===== config.mk =====
export PLATFORM = sky130hd
export DESIGN_NAME = regfile_wr_queue
export DESIGN_NICKNAME = d
export VERILOG_FILES = /design/src/rtl/regfile_pkg.sv /design/src/rtl/wr_conflict_sel.sv /design/src/rtl/regfile_wr_queue.sv
export SDC_FILE = /design/constraint.sdc
export NUM_CORES = 1
export LEC_CHECK = 0
export CAP_MARGIN = 20
export CORE_ASPECT_RATIO = 0.75
export CORE_MARGIN = 4
export CORE_UTILIZATION = 35
export DETAILED_ROUTE_END_ITERATION = 16
export GPL_ROUTABILITY_DRIVEN = 0
export PLACE_DENSITY = 0.56
export SKIP_CTS_REPAIR_TIMING = 1
export SLEW_MARGIN = 20
export SYNTH_ARGS = -nofsm -noshare
export SYNTH_HDL_FRONTEND = slang
export SYNTH_SLANG_ARGS = --single-unit

===== constraint.sdc =====
create_clock -name clk -period 4.9 [get_ports clk]
set_clock_uncertainty 0.2 [all_clocks]
set_input_delay 0.98 -clock clk [delete_from_list [all_inputs] [get_ports clk]]
set_output_delay 0.98 -clock clk [all_outputs]
set_load 0.005 [all_outputs]

===== src/rtl/regfile_pkg.sv =====
// Shared regfile types and default geometry, used by the regfile and its write queue.
package regfile_pkg;

    localparam int DEF_N_ENTRIES   = 32;
    localparam int DEF_ENTRY_WIDTH = 32;
    localparam int DEF_PTR_WIDTH   = $clog2(DEF_N_ENTRIES);

    typedef struct packed {
        logic [DEF_PTR_WIDTH-1:0]   addr;
        logic [DEF_ENTRY_WIDTH-1:0] data;
    } wr_req_t;

endpackage


===== src/rtl/wr_conflict_sel.sv =====
// Per-port write-enable selection: in-order drain from the queue head, stopping at
// the first entry that is absent or whose address collides with an earlier port.
module wr_conflict_sel #(
    parameter int N_WRITE_PORTS = 2,
    parameter int PTR_WIDTH     = 5,
    parameter int CNT_WIDTH     = 4
) (
    input  logic                               stall,
    input  logic [CNT_WIDTH-1:0]               count,
    input  logic [N_WRITE_PORTS*PTR_WIDTH-1:0] cand_addr,
    output logic [N_WRITE_PORTS-1:0]           wr_en
);

    always_comb begin
        logic chain;
        chain = !stall;
        wr_en = '0;
        for (int unsigned k = 0; k < N_WRITE_PORTS; k++) begin
            // once the chain breaks, every later port stays disabled
            if (count <= CNT_WIDTH'(k))
                chain = 1'b0;
            for (int unsigned j = 0; j < k; j++) begin
                if (cand_addr[j*PTR_WIDTH +: PTR_WIDTH] == cand_addr[k*PTR_WIDTH +: PTR_WIDTH])
                    chain = 1'b0;
            end
            wr_en[k] = chain;
        end
    end

endmodule


===== src/rtl/regfile_wr_queue.sv =====
// Circular write queue feeding a multi-port regfile; define REGFILE_WR_QUEUE_BYPASS_EN
// to add a read-bypass lookup of the youngest pending write to a register.
module regfile_wr_queue
    import regfile_pkg::*;
#(
    parameter int N_ENTRIES     = DEF_N_ENTRIES,
    parameter int ENTRY_WIDTH   = DEF_ENTRY_WIDTH,
    parameter int N_WRITE_PORTS = 2,
    parameter int Q_DEPTH       = 8,
    localparam int PTR_WIDTH    = $clog2(N_ENTRIES),
    localparam int CNT_WIDTH    = $clog2(Q_DEPTH) + 1
) (
    input  logic                                 clk,
    input  logic                                 rst_aL,
    input  logic                                 enq_valid,
    output logic                                 enq_ready,
    input  logic [PTR_WIDTH-1:0]                 enq_addr,
    input  logic [ENTRY_WIDTH-1:0]               enq_data,
    input  logic                                 stall,
    output logic [N_WRITE_PORTS-1:0]             wr_en,
    output logic [N_WRITE_PORTS*PTR_WIDTH-1:0]   wr_addr,
    output logic [N_WRITE_PORTS*ENTRY_WIDTH-1:0] wr_data,
    output logic [CNT_WIDTH-1:0]                 count
`ifdef REGFILE_WR_QUEUE_BYPASS_EN
    ,
    input  logic [PTR_WIDTH-1:0]                 byp_rd_addr,
    output logic                                 byp_hit,
    output logic [ENTRY_WIDTH-1:0]               byp_data
`endif
);

    localparam int QP_WIDTH = $clog2(Q_DEPTH);

    logic [PTR_WIDTH-1:0]   q_addr [Q_DEPTH];
    logic [ENTRY_WIDTH-1:0] q_data [Q_DEPTH];
    logic [QP_WIDTH-1:0]    head, tail;
    logic [CNT_WIDTH-1:0]   cnt_q;
    logic [CNT_WIDTH-1:0]   deq_n;
    logic                   enq_fire;

    logic [N_WRITE_PORTS*PTR_WIDTH-1:0]   cand_addr;
    logic [N_WRITE_PORTS*ENTRY_WIDTH-1:0] cand_data;

    assign count     = cnt_q;
    assign enq_ready = (cnt_q != CNT_WIDTH'(Q_DEPTH));
    // x0 writes are acknowledged but never allocated
    assign enq_fire  = rst_aL && enq_valid && enq_ready && (enq_addr != '0);

    always_comb begin
        logic [QP_WIDTH-1:0] idx;
        idx       = '0;
        cand_addr = '0;
        cand_data = '0;
        for (int unsigned k = 0; k < N_WRITE_PORTS; k++) begin
            idx = head + QP_WIDTH'(k);
            cand_addr[k*PTR_WIDTH +: PTR_WIDTH]     = q_addr[idx];
            cand_data[k*ENTRY_WIDTH +: ENTRY_WIDTH] = q_data[idx];
        end
    end

    wr_conflict_sel #(
        .N_WRITE_PORTS (N_WRITE_PORTS),
        .PTR_WIDTH     (PTR_WIDTH),
        .CNT_WIDTH     (CNT_WIDTH)
    ) u_sel (
        .stall     (stall),
        .count     (cnt_q),
        .cand_addr (cand_addr),
        .wr_en     (wr_en)
    );

    always_comb begin
        wr_addr = '0;
        wr_data = '0;
        deq_n   = '0;
        for (int unsigned k = 0; k < N_WRITE_PORTS; k++) begin
            if (wr_en[k]) begin
                wr_addr[k*PTR_WIDTH +: PTR_WIDTH]     = cand_addr[k*PTR_WIDTH +: PTR_WIDTH];
                wr_data[k*ENTRY_WIDTH +: ENTRY_WIDTH] = cand_data[k*ENTRY_WIDTH +: ENTRY_WIDTH];
            end
            deq_n = deq_n + CNT_WIDTH'(wr_en[k]);
        end
    end

    always_ff @(posedge clk) begin
        if (!rst_aL) begin
            head  <= '0;
            tail  <= '0;
            cnt_q <= '0;
        end else begin
            if (enq_fire)
                tail <= tail + QP_WIDTH'(1);
            head  <= head + QP_WIDTH'(deq_n);
            cnt_q <= cnt_q + CNT_WIDTH'(enq_fire) - deq_n;
        end
    end

    always_ff @(posedge clk) begin
        if (enq_fire) begin
            q_addr[tail] <= enq_addr;
            q_data[tail] <= enq_data;
        end
    end

`ifdef REGFILE_WR_QUEUE_BYPASS_EN
    // scan oldest to youngest so the last match wins
    always_comb begin
        logic [QP_WIDTH-1:0] bidx;
        bidx     = '0;
        byp_hit  = 1'b0;
        byp_data = '0;
        for (int unsigned i = 0; i < Q_DEPTH; i++) begin
            bidx = head + QP_WIDTH'(i);
            if ((CNT_WIDTH'(i) < cnt_q) && (byp_rd_addr != '0) && (q_addr[bidx] == byp_rd_addr)) begin
                byp_hit  = 1'b1;
                byp_data = q_data[bidx];
            end
        end
    end
`endif

endmodule

==> results.json, run 1 <==
{
  "fillers": 3618,
  "ys_async_sr_fraction_pct": 0,
  "port_buffers": 121,
  "cpMostUsedCell": "buf_12",
  "tightest_slew_ps": 988,
  "cts.sinks": 306,
  "start_util_pct": 35.8,
  "arrival_ps": 3700,
  "areaGrowthSynthToFinish_pct": 22.0,
  "fmax_ghz": 0.205,
  "ys_types": 33,
  "synth_edf_count": 296,
  "die-area_um2": 45500,
  "track_usage_pct": 15.9,
  "grt_pass1_wl_um": 53900,
  "r2r_cells": 18,
  "final-setup-viol-count": 0,
  "nets": 966,
  "cts_root_buf": "clkbuf_16",
  "crit_fanout": 20,
  "yosysSeqAreaShare_pct": 61.7,
  "ctsHtreeMaxLevel": 2,
  "worstSkewPairLatency_ps": 510,
  "synthesis.nets": 822,
  "drive_above_1_share_pct": 28.2,
  "crit_path_end_kind": "output pin",
  "timing.hold.ws_ps": 407,
  "syn_avg_cell_area_um2": 19.2,
  "clock_path_buffers": 3,
  "drv_slew": 0,
  "period_share_pct": 99.5,
  "worst_ep_required_time_ps": 3720,
  "worstPathCellList": "ha_4 -> buf_12 -> mux4_2 -> mux2i_1 -> xnor2_1 -> or3_1 -> a22oi_2 -> buf_12 -> nor3_1 -> buf_4 -> clkdlybuf4s50_1",
  "crit_type": "register to output pin",
  "antenna_found_initial": 2,
  "min_to": "tail[2]$_SDFFE_PN0P_",
  "rrSetupSlack_ps": 340,
  "r2r-start": "head[0]$_SDFF_PN0_",
  "wire_per_inst_um": 24.2,
  "vias_per_cell": 5.35,
  "finalWirelength_um": 36200,
  "p_leak_nw": 5.85,
  "die_h_um": 186,
  "cp_top_family": "buffers and inverters",
  "synthCells": 768,
  "outcome": "finished clean",
  "overflow": 0,
  "cellPowerDensity_nw_per_um2": 492,
  "hpwl_um": 22300,
  "firstDrtPassIters": 5,
  "vdd_drop_max_mv": 0.289,
  "grt_pass1_vias": 8414,
  "ys_warn_count": 0,
  "synth-seq-cells": 306,
  "timing.rr.end": "count[2]$_SDFF_PN0_",
  "start_kind": "register",
  "critPathBufInv": 4,
  "io-pin-count": 122,
  "rows": 64,
  "fin_util_pct": 43.7,
  "crit_path_top_delay_cell": "mux4_2",
  "dr_total_vias": 8004,
  "fin_crit_ps": 4880,
  "synth_ff_type": "edfxtp_1",
  "grt_max_degree": 76,
  "cts_buffers": 34,
  "relSlewSlack_pct": 33.9,
  "max_stage_delay_ps": 540,
  "maxCapViolations": 0,
  "hold_path_class": "register to register",
  "netlist_area_um2": 14700,
  "ant_nets": 0,
  "die_x_um": 245,
  "min_path_cells": 2,
  "drt_iter0_drc": 488,
  "route.detailed.drc": 0,
  "clk_pin_slew_ps": 60,
  "hold_viol_final": 0,
  "cts_tree": "built",
  "worstHoldStart": "tail[2]$_SDFFE_PN0P_",
  "core_um2": 41200,
  "rsz0062_at_grt": "yes"
}
[worst register-to-register path: cells and delay by family, from the launching register on]
family,cells,cell delay (ps)
adder cells (fa/ha/maj),5,1560
multiplexers,2,730
AND/OR/NAND/NOR,3,590
buffers and inverters,5,550
flip-flops,1,360
AO/OA/AOI/OAI,1,250
XOR/XNOR,2,210
[flip-flops by register name, indices dropped and copies added, names as in the netlist]
name	flops
count	4
head	3
q_addr	40
q_data	256
tail	3
[cell type report]
type / instances / area (um^2) / share of cell area [%]
timing repair buffer: 167 / 1700 / 9.47
tap: 561 / 702 / 3.90
antenna: 1 / 2.50 / 0.0139
multi-input combinational: 389 / 5410 / 30.1
clock inverter: 14 / 98.8 / 0.550
sequential: 306 / 9100 / 50.6
inverter: 14 / 52.6 / 0.292
clock buffer: 43 / 916 / 5.09
[where the power goes]
group | leakage [nW] | switching, mW | internal, mW
Combinational | 2.59 | 1.59 | 1.89
Clock | 0.497 | 0.984 | 1.37
Sequential | 2.76 | 0.0687 | 2.95
[layout by cell type (no fill, tap or decap), types with 2 or more instances in the layout]
| master | instances |
|---|---|
| clkdlybuf4s50_1 | 97 |
| buf_12 | 5 |
| buf_4 | 39 |
| nor3b_2 | 4 |
| nor3_1 | 37 |
| xor2_1 | 6 |
| clkinv_1 | 6 |
| nor2_4 | 2 |
| and2_1 | 7 |
| dfxtp_1 | 7 |
| nand2_1 | 6 |
| nor3_2 | 2 |
| xnor2_1 | 9 |
| mux2i_1 | 92 |
| mux4_2 | 156 |
| dfxtp_4 | 3 |
| dlymetal6s2s_1 | 24 |
| clkinv_2 | 5 |
| edfxtp_1 | 296 |
| or4_1 | 2 |
| clkbuf_16 | 35 |
| nor2b_1 | 2 |
| ha_1 | 10 |
| clkbuf_1 | 7 |
| fa_1 | 2 |
| nor2_1 | 39 |
| inv_1 | 13 |
[through the flow]
step	TNS (ps)	setup WS [ps]	total power, mW	area, um^2	instances
floorplan	0	24.8	5.36	14700	768
global placement	0	302	6.60	16800	1428
detailed placement	0	217	6.58	16800	1428
CTS	-8330	-339	8.97	17800	1485
global route	-171	-108	9.37	18000	1495
finish	0	24.7	8.85	18000	1495
[kinds of logic after synthesis]
kind of cell / Yosys count / synth area share [%]
DFF: 306 / 61.7
muxes: 248 / 30.1
and+or+nand+nor: 105 / 3.37
buffers and inverters: 73 / 2.30
xor gates and xnor gates: 16 / 0.951
adders and majority gates: 13 / 1.21
AOI/OAI and AO/OA: 7 / 0.382
[synthesized netlist by cell type, drive strengths merged, types with 2 or more instances]
cell | count | area [um^2]
clkbuf | 26 | 97.6
nor2b | 2 | 12.5
xor2 | 7 | 61.3
mux2i | 92 | 921
dfxtp | 10 | 200
nor3 | 39 | 195
inv | 13 | 48.8
mux4 | 156 | 3510
nor3b | 4 | 30.0
fa | 2 | 40.0
nand2 | 6 | 22.5
nor2 | 41 | 154
xnor2 | 9 | 78.8
ha | 11 | 138
and2 | 7 | 43.8
edfxtp | 296 | 8890
buf | 33 | 189
or4 | 2 | 15.0
[layer usage]
| layer | part of all wire, % | vias up | wire, um | global-route usage (%) |
|---|---|---|---|---|
| met5 | 0.055 | - | 20 | 0 |
| met4 | 1.9 | 2 | 684 | 3.67 |
| met3 | 4.8 | 48 | 1750 | 2.94 |
| met2 | 47 | 203 | 17200 | 25.9 |
| met1 | 46 | 4254 | 16500 | 22.5 |
| li1 | - | 3497 | - | - |
[worst max path at each step]
stage                                   from                     end  slack (ps)  depth (start not counted)
final                     head[0]$_SDFF_PN0_             wr_data[33]          20                         11
after global routing      head[0]$_SDFF_PN0_             wr_data[33]        -110                         11
after CTS                 head[0]$_SDFF_PN0_             wr_data[52]        -340                         10
after detailed placement  head[0]$_SDFF_PN0_             wr_data[52]         220                         10
after global placement    head[1]$_SDFF_PN0_             wr_data[52]         300                         10
after floorplan                  enq_addr[3]  q_addr[2][0]$_DFFE_PP_          20                          4
No activity file was read; power rests on OpenSTA's default activity.
==> inputs of run 2 (changes only) <==
--- a/config.mk
+++ b/config.mk
@@ -5,7 +5,6 @@
 export SDC_FILE = /design/constraint.sdc
 export NUM_CORES = 1
 export LEC_CHECK = 0
-export CAP_MARGIN = 20
 export CORE_ASPECT_RATIO = 0.75
 export CORE_MARGIN = 4
 export CORE_UTILIZATION = 35
@@ -16,4 +15,5 @@
 export SLEW_MARGIN = 20
 export SYNTH_ARGS = -nofsm -noshare
 export SYNTH_HDL_FRONTEND = slang
+export SYNTH_HIERARCHICAL = 1
 export SYNTH_SLANG_ARGS = --single-unit
==> run 2 against run 1 <==
Against the previous run: area after synthesis is 4.2% lower; flip-flop and latch count stayed put; combinational power is 17% higher; final cell count is 7.0% lower; setup slack worse by 190 ps; critical endpoint is now wr_addr[8]; the flow now finishes with violations (setup timing); sequential share of layout area is 1.5 points higher.
==> results.json, run 2 <==
{
  "ys_async_sr_fraction_pct": 0,
  "synth_ff_type": "edfxtp_1",
  "finalInstanceArea_um2": 17500,
  "switching_power_mw": 2.82,
  "syn_avg_cell_area_um2": 20.6,
  "antenna_found_initial": 1,
  "ctsHtreeMaxLevel": 1,
  "fin_crit_ps": 5060,
  "yosysSeqAreaShare_pct": 64.4,
  "synthCells": 684,
  "maxCapViolations": 0,
  "crit_fanout": 13,
  "route.detailed.drc": 0,
  "finalWirelength_um": 36000,
  "wire_per_inst_um": 25.9,
  "switching_share_pct": 30.4,
  "tightest_slew_ps": 924,
  "final_cells": 1390,
  "cts_root_buf": "clkbuf_16",
  "synth_common_cells": "edfxtp_1 (296), mux4_2 (138), a22o_1 (69)",
  "regMostFlops": "q_data",
  "worst_ep_required_time_ps": 3720,
  "final_cell_mix": "edfxtp_1 (296), mux4_2 (138), clkdlybuf4s50_1 (85)",
  "port_buffers": 121,
  "start_kind": "register",
  "core_um2": 39600,
  "die-area_um2": 43700,
  "vias_per_cell": 5.59,
  "outcome": "complete, but fails checks",
  "antennaDiodeCount": 0,
  "synth-seq-cells": 306,
  "arrival_ps": 3880,
  "clk_pin_slew_ps": 60,
  "track_usage_pct": 15.8,
  "firstDrtPassIters": 5,
  "drv_slew": 0,
  "ant_nets": 0,
  "die_h_um": 182,
  "crit_path_end_kind": "output pin",
  "netlist_area_um2": 14100,
  "seq_power_share_pct": 33.0,
  "grt_pass1_vias": 7978,
  "yosysMostFrequentCell": "edfxtp_1",
  "areaGrowthSynthToFinish_pct": 23.7,
  "cts.sinks": 306,
  "max_stage_delay_ps": 520,
  "dpl.cell_count": 1307,
  "grt_pass1_wl_um": 51800,
  "timing.hold.ws_ps": 446,
  "cellPowerDensity_nw_per_um2": 531,
  "p_total_mw": 9.28,
  "fmax_ghz": 0.197,
  "worstPathCellList": "ha_4 -> buf_6 -> buf_6 -> mux4_2 -> mux2_4 -> xnor2_2 -> a311oi_2 -> and2_4 -> buf_12 -> a22o_1 -> clkdlybuf4s50_1",
  "cts_tree": "built",
  "final-setup-viol-count": 4,
  "power_frac_comb_pct": 43.7,
  "fin_util_pct": 44.0,
  "yosys.area.top_type": "edfxtp_1",
  "grt_max_degree": 89,
  "drt_iter0_drc": 626,
  "cts_buffers": 31,
  "period_share_pct": 103,
  "crit_type": "register to output pin",
  "placed_area_um2": 16200,
  "nets": 901,
  "drive_above_1_share_pct": 34.5,
  "synthesis.nets": 737,
  "start_util_pct": 35.6,
  "p_leak_nw": 5.82,
  "p_int_mw": 6.45,
  "rows": 63,
  "relSlewSlack_pct": 38.4,
  "top_regs": "q_data: 256 flops, q_addr: 40 flops, count: 4 flops",
  "ys_types": 37,
  "crit_path_top_delay_cell": "clkdlybuf4s50_1",
  "ys_warn_count": 6,
  "cpMostUsedCell": "buf_6",
  "die_x_um": 240,
  "hpwl_um": 20700,
  "dr_total_vias": 7775,
  "largest_reg_flops": 256,
  "fin_ws_ps": -164,
  "clkPwrFrac_pct": 23.3,
  "synth_top_area_share_pct": 62.9,
  "vdd_drop_max_mv": 0.313,
  "synth_area_leaders": "edfxtp_1 (63%), mux4_2 (22%), a22o_1 (4.3%)",
  "hold_viol_final": 0,
  "critPathBufInv": 4,
  "rsz0062_at_grt": "yes",
  "cp_top_family": "buffers and inverters",
  "clock_path_buffers": 3,
  "hold_path_class": "register to register",
  "io-pin-count": 122,
  "synth_edf_count": 296,
  "overflow": 0,
  "worstSkewPairLatency_ps": 560,
  "violations": "setup timing",
  "mostFrequentLayoutCell": "edfxtp_1"
}
## run 2: cell types whose count changed in the layout (fill, tap and decap cells not counted), moves of 7 or more
cell and delta:
a211oi_1 +7, a22o_1 +65, buf_12 +9, buf_2 +8, buf_4 -8, buf_6 +12
clkbuf_2 +9, clkdlybuf4s50_1 -12, mux2_2 +13, mux2i_1 -84, mux4_2 -18, nor2_1 -37
nor3_1 -35
## run 2: final timing paths
path                                      startpoint              endpoint  slack, ps  cells past startpoint
worst max register to register    head[1]$_SDFF_PN0_   count[2]$_SDFF_PN0_        620                     16
worst min-delay path            tail[2]$_SDFFE_PN0P_  tail[2]$_SDFFE_PN0P_        450                      1
worst max-delay path              head[1]$_SDFF_PN0_            wr_addr[8]       -160                     11
worst min register to register  tail[2]$_SDFFE_PN0P_  tail[2]$_SDFFE_PN0P_        450                      1
## run 2: cell type report
type | instances | area, um^2
Clock buffer | 36 | 795
Clock inverter | 19 | 114
Fill cell | 3398 | 22200
Inverter | 10 | 37.5
Multi-Input combinational cell | 316 | 4820
Sequential cell | 306 | 9100
Tap cell | 520 | 651
Timing Repair Buffer | 183 | 1950
## run 2: cell families (layout without fill, tap and decap cells)
family / count (synthesis) / after routing / share of synthesized area, %
xor gates and xnor gates: 9 / 9 / 0.691
and+or+nand+nor: 46 / 46 / 1.84
adders and majority gates: 12 / 12 / 1.17
buffers and inverters: 62 / 248 / 2.85
AOI/OAI and AO/OA: 88 / 88 / 5.31
DFF: 306 / 306 / 64.4
muxes: 161 / 161 / 23.8
## run 2: layer usage
layer / GRT usage, % / wire (um)
met1: 22.9 / 16000
met2: 25.4 / 17200
met3: 2.84 / 2070
met4: 2.95 / 692
met5: 0 / 11
## run 2: per-stage QoR
stage / setup WS, ps / setup TNS [ps]
after global placement: 147 / 0
after CTS: -501 / -15780
after global routing: -319 / -1840
after detailed placement: 146 / 0
after floorplan: 19.0 / 0
final: -164 / -383
## run 2: power groups by stage
stage	clock network (mW)	registers, mW	logic (mW)
3_3_place_gp	0	3.11	3.80
4_1_cts	2.23	3.05	3.80
2_1_floorplan	0	3.07	2.53
3_5_place_dp	0	3.11	3.78
6_report	2.16	3.06	4.06
5_1_grt	2.34	3.07	4.37
==> inputs of run 3 (changes only) <==
--- a/config.mk
+++ b/config.mk
@@ -10,6 +10,7 @@
 export CORE_UTILIZATION = 35
 export DETAILED_ROUTE_END_ITERATION = 16
 export GPL_ROUTABILITY_DRIVEN = 0
+export GPL_TIMING_DRIVEN = 0
 export PLACE_DENSITY = 0.56
 export SKIP_CTS_REPAIR_TIMING = 1
 export SLEW_MARGIN = 20
==> run 3 against run 2 <==
Against the previous run: the flow still finishes with violations (setup timing); total power is 6.9% higher; hold slack worse by 46 ps; sequential share of layout area is 2.3 points lower; cell area up 4.6%; combinational power up 13%; register-to-register slack about the same; first-iteration DRC count increased by 1.4%; via count rose by 4.2%; final cell count up 6.0%; global-route usage increased by 1.5 points; critical endpoint is now wr_data[61].
==> results.json, run 3 (synthesized netlist as in run 2, its figures left out) <==
{
  "outcome": "complete, but fails checks",
  "violations": "setup timing",
  "hpwl_um": 26600,
  "route.detailed.drc": 0,
  "cts_tree": "built",
  "rrSetupSlack_ps": 610,
  "ctsHtreeMaxLevel": 1,
  "period_share_pct": 104,
  "rsz0062_at_grt": "yes",
  "maxCapViolations": 0,
  "drt_iter0_drc": 635,
  "hold_path_class": "register to register",
  "clock_path_buffers": 3,
  "worstPathCellList": "ha_4 -> buf_12 -> mux4_2 -> mux2_4 -> xor2_2 -> nor3_2 -> a311oi_2 -> and2_4 -> buf_12 -> buf_6 -> clkbuf_16 -> buf_8 -> a22o_4 -> buf_6",
  "vdd_drop_max_mv": 0.285,
  "tightest_slew_ps": 811,
  "io-pin-count": 122,
  "die_h_um": 182,
  "firstDrtPassIters": 5,
  "finalWirelength_um": 39400,
  "min_path_cells": 3,
  "crit_type": "register to output pin",
  "fillers": 3375,
  "crit_path_end_kind": "output pin",
  "regMostFlops": "q_data",
  "dr_total_vias": 8099,
  "cts_buffers": 31,
  "fin_util_pct": 46.1,
  "max_stage_delay_ps": 530,
  "die-area_um2": 43700,
  "p_total_mw": 9.92,
  "worstSkewPairLatency_ps": 580,
  "mostFrequentLayoutCell": "edfxtp_1",
  "p_leak_nw": 6.10,
  "cts_root_buf": "clkbuf_16",
  "core_um2": 39600,
  "start_kind": "register",
  "rows": 63,
  "worst_ep_required_time_ps": 3720,
  "die_x_um": 240,
  "nets": 981,
  "final-setup-viol-count": 33,
  "crit_fanout": 7,
  "wire_per_inst_um": 26.8,
  "fmax_ghz": 0.196,
  "final_cells": 1473,
  "ant_nets": 0,
  "start_util_pct": 35.6,
  "grt_max_degree": 20,
  "final_cell_mix": "edfxtp_1 (296), mux4_2 (138), clkdlybuf4s50_1 (84)",
  "grt_pass1_vias": 8277,
  "areaGrowthSynthToFinish_pct": 29.3,
  "fin_ws_ps": -191,
  "largest_reg_flops": 256,
  "antenna_found_initial": 2,
  "track_usage_pct": 17.3,
  "drv_slew": 0,
  "crit_path_top_delay_cell": "mux4_2",
  "vias_per_cell": 5.50,
  "fin_crit_ps": 5090,
  "top_regs": "q_data: 256 flops, q_addr: 40 flops, count: 4 flops",
  "hold_viol_final": 0,
  "grt_pass1_wl_um": 56000,
  "drive_above_1_share_pct": 42.5,
  "relSlewSlack_pct": 45.7,
  "cellPowerDensity_nw_per_um2": 543,
  "cts.sinks": 306,
  "clk_pin_slew_ps": 60,
  "port_buffers": 121,
  "overflow": 0,
  "arrival_ps": 3910,
  "dpl.cell_count": 1361,
  "r2r_cells": 15
}
run 3: critical path: cells and delay by family, from the launching register on:
| kind | cells | cell delay [ps] |
|---|---|---|
| AOI/OAI and AO/OA | 2 | 420 |
| xor gates and xnor gates | 1 | 180 |
| adders and majority gates | 1 | 300 |
| buffers and inverters | 6 | 770 |
| DFF | 1 | 370 |
| muxes | 2 | 840 |
| and+or+nand+nor | 2 | 450 |
run 3: cell type report:
class                   instances  area, um^2  area share, %
flip-flops and latches        306        9090           49.8
multi-input cells             317        4900           26.9
repair buffers                211        2110           11.6
clock buffers                  40         810           4.43
well taps                     520         651           3.56
plain buffers                  51         492           2.69
clock inverters                17         161          0.884
inverters                      10        37.5          0.206
diodes                          1        2.50         0.0137
run 3: worst paths after layout:
| path | start | endpoint |
|---|---|---|
| max | head[0]$_SDFF_PN0_ | wr_data[61] |
| max reg2reg | head[0]$_SDFF_PN0_ | count[2]$_SDFF_PN0_ |
| min reg2reg | tail[0]$_SDFFE_PN0P_ | tail[1]$_SDFFE_PN0P_ |
| min | tail[0]$_SDFFE_PN0P_ | tail[1]$_SDFFE_PN0P_ |
run 3: report_power, final:
| part | leakage (nW) | internal [mW] | total, mW | switching [mW] |
|---|---|---|---|---|
| Sequential | 2.75 | 2.98 | 3.04 | 0.0595 |
| Clock | 0.469 | 1.32 | 2.30 | 0.985 |
| Combinational | 2.87 | 2.53 | 4.58 | 2.05 |
| Total | 6.10 | 6.83 | 9.92 | 3.09 |
run 3: per-layer routing:
metal,share of wire (%),track usage [%],vias up
met5,0.035,0,-
met4,1.4,2.63,2
met3,5.3,3.26,43
met2,47,27.6,223
met1,46,25.5,4358
li1,-,-,3473
run 3: per-stage QoR:
stage | instance area [um^2] | TNS (ps) | setup slack [ps] | hold slack, ps
6_report | 18300 | -3280 | -191 | 400
5_1_grt | 18300 | -7290 | -291 | 450
2_1_floorplan | 14100 | 0 | 19.0 | 315
4_1_cts | 17400 | -71160 | -1660 | 398
3_5_place_dp | 16500 | -46000 | -1030 | 371
3_3_place_gp | 16000 | -873720 | -4300 | 344
